[config.mk]
export PLATFORM = sky130hd
export DESIGN_NAME = ram_arbiter
export DESIGN_NICKNAME = d
export VERILOG_FILES = /design/src/rtl/ram_arbiter.sv
export SDC_FILE = /design/constraint.sdc
export NUM_CORES = 1
export LEC_CHECK = 0
export ABC_AREA = 1
export BUFFER_PORTS_ARGS = -buffer_cell sky130_fd_sc_hd__buf_2
export CAP_MARGIN = 20
export CORE_UTILIZATION = 51
export CTS_CLUSTER_DIAMETER = 40
export DETAILED_ROUTE_END_ITERATION = 16
export GPL_TIMING_DRIVEN = 0
export HOLD_SLACK_MARGIN = 0.03
export PLACE_DENSITY = 0.85
export SYNTH_ARGS = -nofsm -noshare
export SYNTH_HDL_FRONTEND = slang
export SYNTH_SLANG_ARGS = --single-unit
[constraint.sdc]
create_clock -name clk -period 4.2 [get_ports clk]
set_input_delay 0.63 -clock clk [delete_from_list [all_inputs] [get_ports clk]]
set_output_delay 0.63 -clock clk [all_outputs]
set_load 0.02 [all_outputs]
[src/rtl/ram_arbiter.sv]
// Round-robin arbiter between a read-only fetch port and a read/write data port,
// sequencing each access to the shared level-sensitive RAM as setup / strobe / hold.
module ram_arbiter #(
    parameter int adlines   = 16,
    parameter int datalines = 16
) (
    input  logic                 clk,
    input  logic                 reset,
    input  logic                 f_req,
    input  logic [adlines-1:0]   f_addr,
    output logic                 f_ack,
    output logic [datalines-1:0] f_rdata,
    input  logic                 d_req,
    input  logic                 d_we,
    input  logic [adlines-1:0]   d_addr,
    input  logic [datalines-1:0] d_wdata,
    output logic                 d_ack,
    output logic [datalines-1:0] d_rdata,
    output logic [adlines-1:0]   ram_address,
    output logic [datalines-1:0] ram_datain,
    output logic                 ram_read,
    output logic                 ram_write,
    input  logic [datalines-1:0] ram_dataout,
    output logic                 busy
);

    typedef enum logic [1:0] {IDLE, SETUP, STROBE, HOLD} state_t;

    state_t r_state;
    state_t w_next;
    logic   r_owner_d;
    logic   r_we;
    logic   r_last_d;
    logic   w_grant;
    logic   w_grant_d;

    always_ff @(posedge clk or posedge reset) begin
        if (reset) begin
            r_state <= IDLE;
        end else begin
            r_state <= w_next;
        end
    end

    // Both requesting: the port that did not win last time goes next.
    always_comb begin
        w_next    = r_state;
        w_grant   = 1'b0;
        w_grant_d = 1'b0;
        case (r_state)
            IDLE: begin
                if (f_req && d_req) begin
                    w_grant   = 1'b1;
                    w_grant_d = ~r_last_d;
                end else if (f_req || d_req) begin
                    w_grant   = 1'b1;
                    w_grant_d = d_req;
                end
                if (w_grant) begin
                    w_next = SETUP;
                end
            end
            SETUP:   w_next = STROBE;
            STROBE:  w_next = HOLD;
            HOLD:    w_next = IDLE;
            default: w_next = IDLE;
        endcase
    end

    // Every output is a flop; strobes are one-cycle pulses set from the state
    // about to be entered, so address/datain never move while write is high.
    always_ff @(posedge clk or posedge reset) begin
        if (reset) begin
            r_owner_d   <= 1'b0;
            r_we        <= 1'b0;
            r_last_d    <= 1'b1;
            ram_address <= '0;
            ram_datain  <= '0;
            ram_read    <= 1'b0;
            ram_write   <= 1'b0;
            f_ack       <= 1'b0;
            d_ack       <= 1'b0;
            f_rdata     <= '0;
            d_rdata     <= '0;
            busy        <= 1'b0;
        end else begin
            ram_read  <= 1'b0;
            ram_write <= 1'b0;
            f_ack     <= 1'b0;
            d_ack     <= 1'b0;
            busy      <= (w_next != IDLE);
            case (r_state)
                IDLE: begin
                    if (w_grant) begin
                        r_owner_d   <= w_grant_d;
                        r_we        <= w_grant_d & d_we;
                        r_last_d    <= w_grant_d;
                        ram_address <= w_grant_d ? d_addr : f_addr;
                        if (w_grant_d) begin
                            ram_datain <= d_wdata;
                        end
                    end
                end
                SETUP: begin
                    ram_write <= r_we;
                    ram_read  <= ~r_we;
                end
                STROBE: begin
                    if (!r_we) begin
                        if (r_owner_d) begin
                            d_rdata <= ram_dataout;
                        end else begin
                            f_rdata <= ram_dataout;
                        end
                    end
                    f_ack <= ~r_owner_d;
                    d_ack <= r_owner_d;
                end
                default: ;
            endcase
        end
    end

endmodule

---- Yosys cells after proc, flatten, opt, wreduce, memory -nomap -nowiden ----
Cells that the tools add are included.
storage, ports and cells
  register bits ........................... 74
  bits of input ports ..................... 69
  output and inout port bits .............. 69
  word-level logic and storage cells ...... 42
operators by class
  eq/ne operators ......................... 3
  muxes and demuxes ....................... 14
  bitwise gates (word level) .............. 4
  reduce and logical (&&, ||, !) cells .... 8
operators by type and width
  operator                                                         count
  16-bit two-way mux                                               1
  1-bit two-way mux                                                11
  3-bit AND reduction                                              3
  2-bit case mux with 4 select lines                               1
  2-bit == test, second input constant                             2
  1-bit NOT                                                        3
  2-bit by 1-bit == test with 1-bit output, second input constant  1
  2-bit logical NOT                                                1
  2-bit two-way mux                                                1
  2-bit AND reduction                                              1
  2-bit nonzero test                                               1
  1-bit AND                                                        1
  1-bit logical AND                                                1
  1-bit logical OR                                                 1

---- Longest topological paths before layout ----
  depth after elaboration ................. 7
  depth in mapped cells ................... 9

---- Least setup slack after synthesis ----
OpenSTA, ideal clock, no wires.
  path kind ............................... input to register
  start ................................... input port d_req
  end ..................................... register ram_address[0]
  setup time .............................. 117 ps
  arrival time ............................ 1193 ps
  setup slack ............................. 2889 ps
  cell stages on the path ................. 5
  path buffers ............................ 1
  cell sequence ........................... o21ai_1 inv_2 buf_2 nand3_1 nand2_1
on the way
  cells in the longest elaborated chain, start to end .. 6
  elaborated cells between the ends (all ways) .. 11
ends and longest elaborated chain
  element                               RTL line  text
  start, declared                       13        input logic d_req,
  1-bit logical OR                      55        end else if (f_req || d_req) begin
  1-bit two-way mux                     55
  1-bit two-way mux                     52        if (f_req && d_req) begin
  1-bit two-way mux (2 in series)       50        case (r_state)
  2-bit AND reduction (no source line)  n/a
  end signal, assigned                  98        ram_address <= w_grant_d ? d_addr : f_addr;
  end, declared                         19        output logic [adlines-1:0] ram_address,
Several ways; a longest one is shown, not always the timed one. The select of a mux whose other input is x is not followed.
A chain may end at the register's enable or synchronous reset.

---- Worst setup path after layout ----
  start ................................... register r_state[0]
  end ..................................... register ram_address[0]
on the way
  cells in the longest elaborated chain, start to end .. 3
  elaborated cells between the ends (all ways) .. 5
ends and longest elaborated chain
  element                                                           RTL line  text
  start, declared                                                   29        state_t r_state;
  start signal, assigned                                            41        r_state <= w_next;
  2-bit logical NOT (*)                                             50, 92
  1-bit two-way mux                                                 50
  16-bit two-way mux / 2-bit AND reduction (equally long branches)  n/a
Every way passes the cells marked *; elsewhere a longest branch is shown, timed or not.

==> reports/results.ini <==
[yosys]
synth_area_per_cell_sq_um = 8.601
synth_ff_type = dfrtp_1
synth_area_leaders = dfrtp_1 58%, nand2_1 14%, nand3_1 7.8%
synth_top_area_cell = dfrtp_1
yosysMostFrequentCell = nand2_1
netlist_area_sq_um = 3139
synth-edff-count = 0
synth_fp_nets = 437
syn_inst = 365
yosys_warnings = 0
synth_top_area_share_pct = 58.19
synth-adder-area-share_pct = 1.196
synth_simple_gate_area_share_pct = 23.79
synth_top_family_by_area = simple AND/OR/NAND/NOR gates
synth_common_cells = 120 x nand2_1, 73 x dfrtp_1, 55 x inv_1, 49 x nand3_1, 20 x o21ai_1
ys_types = 19
ys_async_sr_fraction_pct = 100.0
synth-seq-cells = 74
synth_compound_area_share_pct = 5.580
synth_xor_area_share_pct = 0
ys_seq_area_share_pct = 59.03
synthMuxAreaShare_pct = 0

[detailed_routing]
postRouteAntennaNets = 0
routedWlPerCell_um = 12.94
drt_iter0_markers = 155
viasPerCell = 4.916
route.detailed.drc = 0
drt_wl_total_um = 7659
vias = 2910
firstDrtPassIters = 4

[floorplanning]
io_pins = 138
die_y_um = 80.46
initial_core_util_pct = 53.02
die_area_sq_um = 6473
coreArea_sq_um = 5921
dieWidth_um = 80.46
rows = 28

[timing]
relSlewSlack_pct = 41.51
rsz0062_at_grt = no
max_freq_mhz = 643.7
hold_violations = 0
fin_skew_ns = 0.01055
fin_crit_sh_pct = 36.99
final-setup-viol-count = 0
setup-tns-final_ns = 0
fin_hold_ws_ns = 0.4751
worst_slew_pin_slew_ns = 0.8774
slew_violations = 0
period_minus_slack_ns = 1.554

[critical_path]
rr_startpoint = r_state[0]
setup.worst_path.end = ram_address[0]
r2r_end = ram_address[0]
worstPathArrival_ns = 1.77
critPathCaptureType = register
cp_data_required_time_ns = 4.42
crit_path_max_fanout = 10
ff2ff_setup_slack_ns = 2.65
start_kind = register
crit_type = reg -> reg
reg2regPathDepth = 8
crit_path_start = r_state[0]

[status]
status = finished clean

[pwr]
leakage_nw = 2.507
p_per_area_nw_per_um2 = 802.3
irDropWorstVdd_v = 0.0004231

[finish]
ff_latch_area_sq_um = 1853
multi_input_area_sq_um = 959.7
design_area_sq_um = 4124
fillers = 498
final_core_util_pct = 69.65
nNetsFinal = 585
drive_gt1_share_pct = 34.82
area_growth_pct = 31.37
antennaDiodeCount = 0

[global_route]
grt-ovfl-total = 0
grt_antenna_before_repair = 0
grt_pass1_wl_um = 12140
gr-usage-all-layers_pct = 25.07
grt_max_degree = 75
grt_pass1_vias = 2681

[clock_network]
clkTransAtPathRegs_ns = 0.08
cts_hold_buf = 0
cts_tree = built
insertion_delay_ns = 0.34
clockRootBuffer = clkbuf_8
ctsResizeCount = 0
cts.sink_count = 74
clock_path_buffers = 2
cts_setup_buffers = 0
numCtsBuffers = 9
h-tree-depth = 3

[placement]
place_area_sq_um = 3921
dp_hpwl_um = 5835
portBuffers = 137
gp_congestion = 0.7975

[worst_hold_path]
hp-class = in -> async

[flow_run]
max-cap-violations = 0

==> report_power, final <==
part	switching (W)	total [W]	internal (W)	leakage, nW
combinational	0.00102	0.00152	0.000502	1.49
sequential	0.000178	0.00124	0.00106	0.915
clock	0.000249	0.000553	0.000304	0.101
==> kinds of logic (layout without fill, tap and decap cells) <==
kind of cell | Yosys count | in the layout
AO/OA/AOI/OAI | 35 | 35
buffers and inverters | 76 | 228
flip-flops | 74 | 74
adder cells (fa/ha/maj) | 3 | 3
AND/OR/NAND/NOR | 177 | 177
==> registers in the layout, summed over array words and instances, names as in the netlist <==
name         count
d_rdata         16
f_rdata         16
ram_address     16
ram_datain      16
r_state          2
busy             1
d_ack            1
f_ack            1
r_last_d         1
r_owner_d        1
r_we             1
ram_read         1
ram_write        1
==> worst min-delay path by stage <==
stage                                from              end  slack [ns]  cells after the start
after floorplan                      r_we         ram_read        0.42                      1
after global placement      ram_datain[5]    ram_datain[5]        0.45                      2
after detailed placement    ram_datain[7]    ram_datain[7]        0.46                      2
after CTS                   ram_datain[8]    ram_datain[8]        0.48                      2
after global routing      ram_address[13]  ram_address[13]        0.50                      2
final                               reset       f_rdata[3]        0.48                      2
==> through the flow <==
step / power (W) / cells / setup WS, ns
finish: 0.003309 / 592 / 2.647
global route: 0.003548 / 592 / 2.546
CTS: 0.003330 / 592 / 2.635
detailed placement: 0.002777 / 577 / 2.608
global placement: 0.002698 / 577 / 0.9495
floorplan: 0.002218 / 365 / 1.690
==> placed cells by master, fill, tap and decap left out <==
cell type / netlist / layout
buf_2: 14 / 151
nand2_1: 120 / 120
dfrtp_1: 73 / 73
inv_1: 55 / 54
nand3_1: 49 / 49
o21ai_1: 20 / 20
o21ai_0: 14 / 14
clkbuf_8: 0 / 11
nand2_2: 3 / 3
ha_1: 3 / 3
buf_6: 2 / 2
clkinv_2: 1 / 2
buf_4: 2 / 2
inv_2: 2 / 2
nor2_1: 2 / 2
nor2_2: 1 / 1
nand2_4: 1 / 1
a21oi_1: 1 / 1
nand3b_1: 1 / 1
inv_4: 0 / 1
clkinv_4: 0 / 1
bufinv_16: 0 / 1
clkinvlp_4: 0 / 1
dfstp_2: 1 / 1
==> final cells by class <==
type,count,area share (%)
clock inverters,4,1.244
inverters,58,5.370
repair buffers,137,16.63
well taps,75,2.275
flip-flops and latches,74,44.93
multi-input cells,215,23.27
plain buffers,18,2.609
clock buffers,11,3.671
==> metal layers <==
layer / vias up / GRT usage [%] / part of all wire (%)
met1: 1358 / 30.92 / 42
met2: 124 / 42.80 / 50
li1: 1418 / - / -
met5: - / 0 / 0
met4: 0 / 10.89 / 1.5
met3: 10 / 4.545 / 6.4
==> critical path: stages (launching register included) <==
cell      delay [ns]
dfrtp_1         0.40
inv_1           0.09
ha_1            0.23
nand2_1         0.09
clkinv_2        0.13
buf_2           0.22
nand3_1         0.12
nand3_1         0.11
nand2_1         0.05
Power figures use the tool's default switching activity.
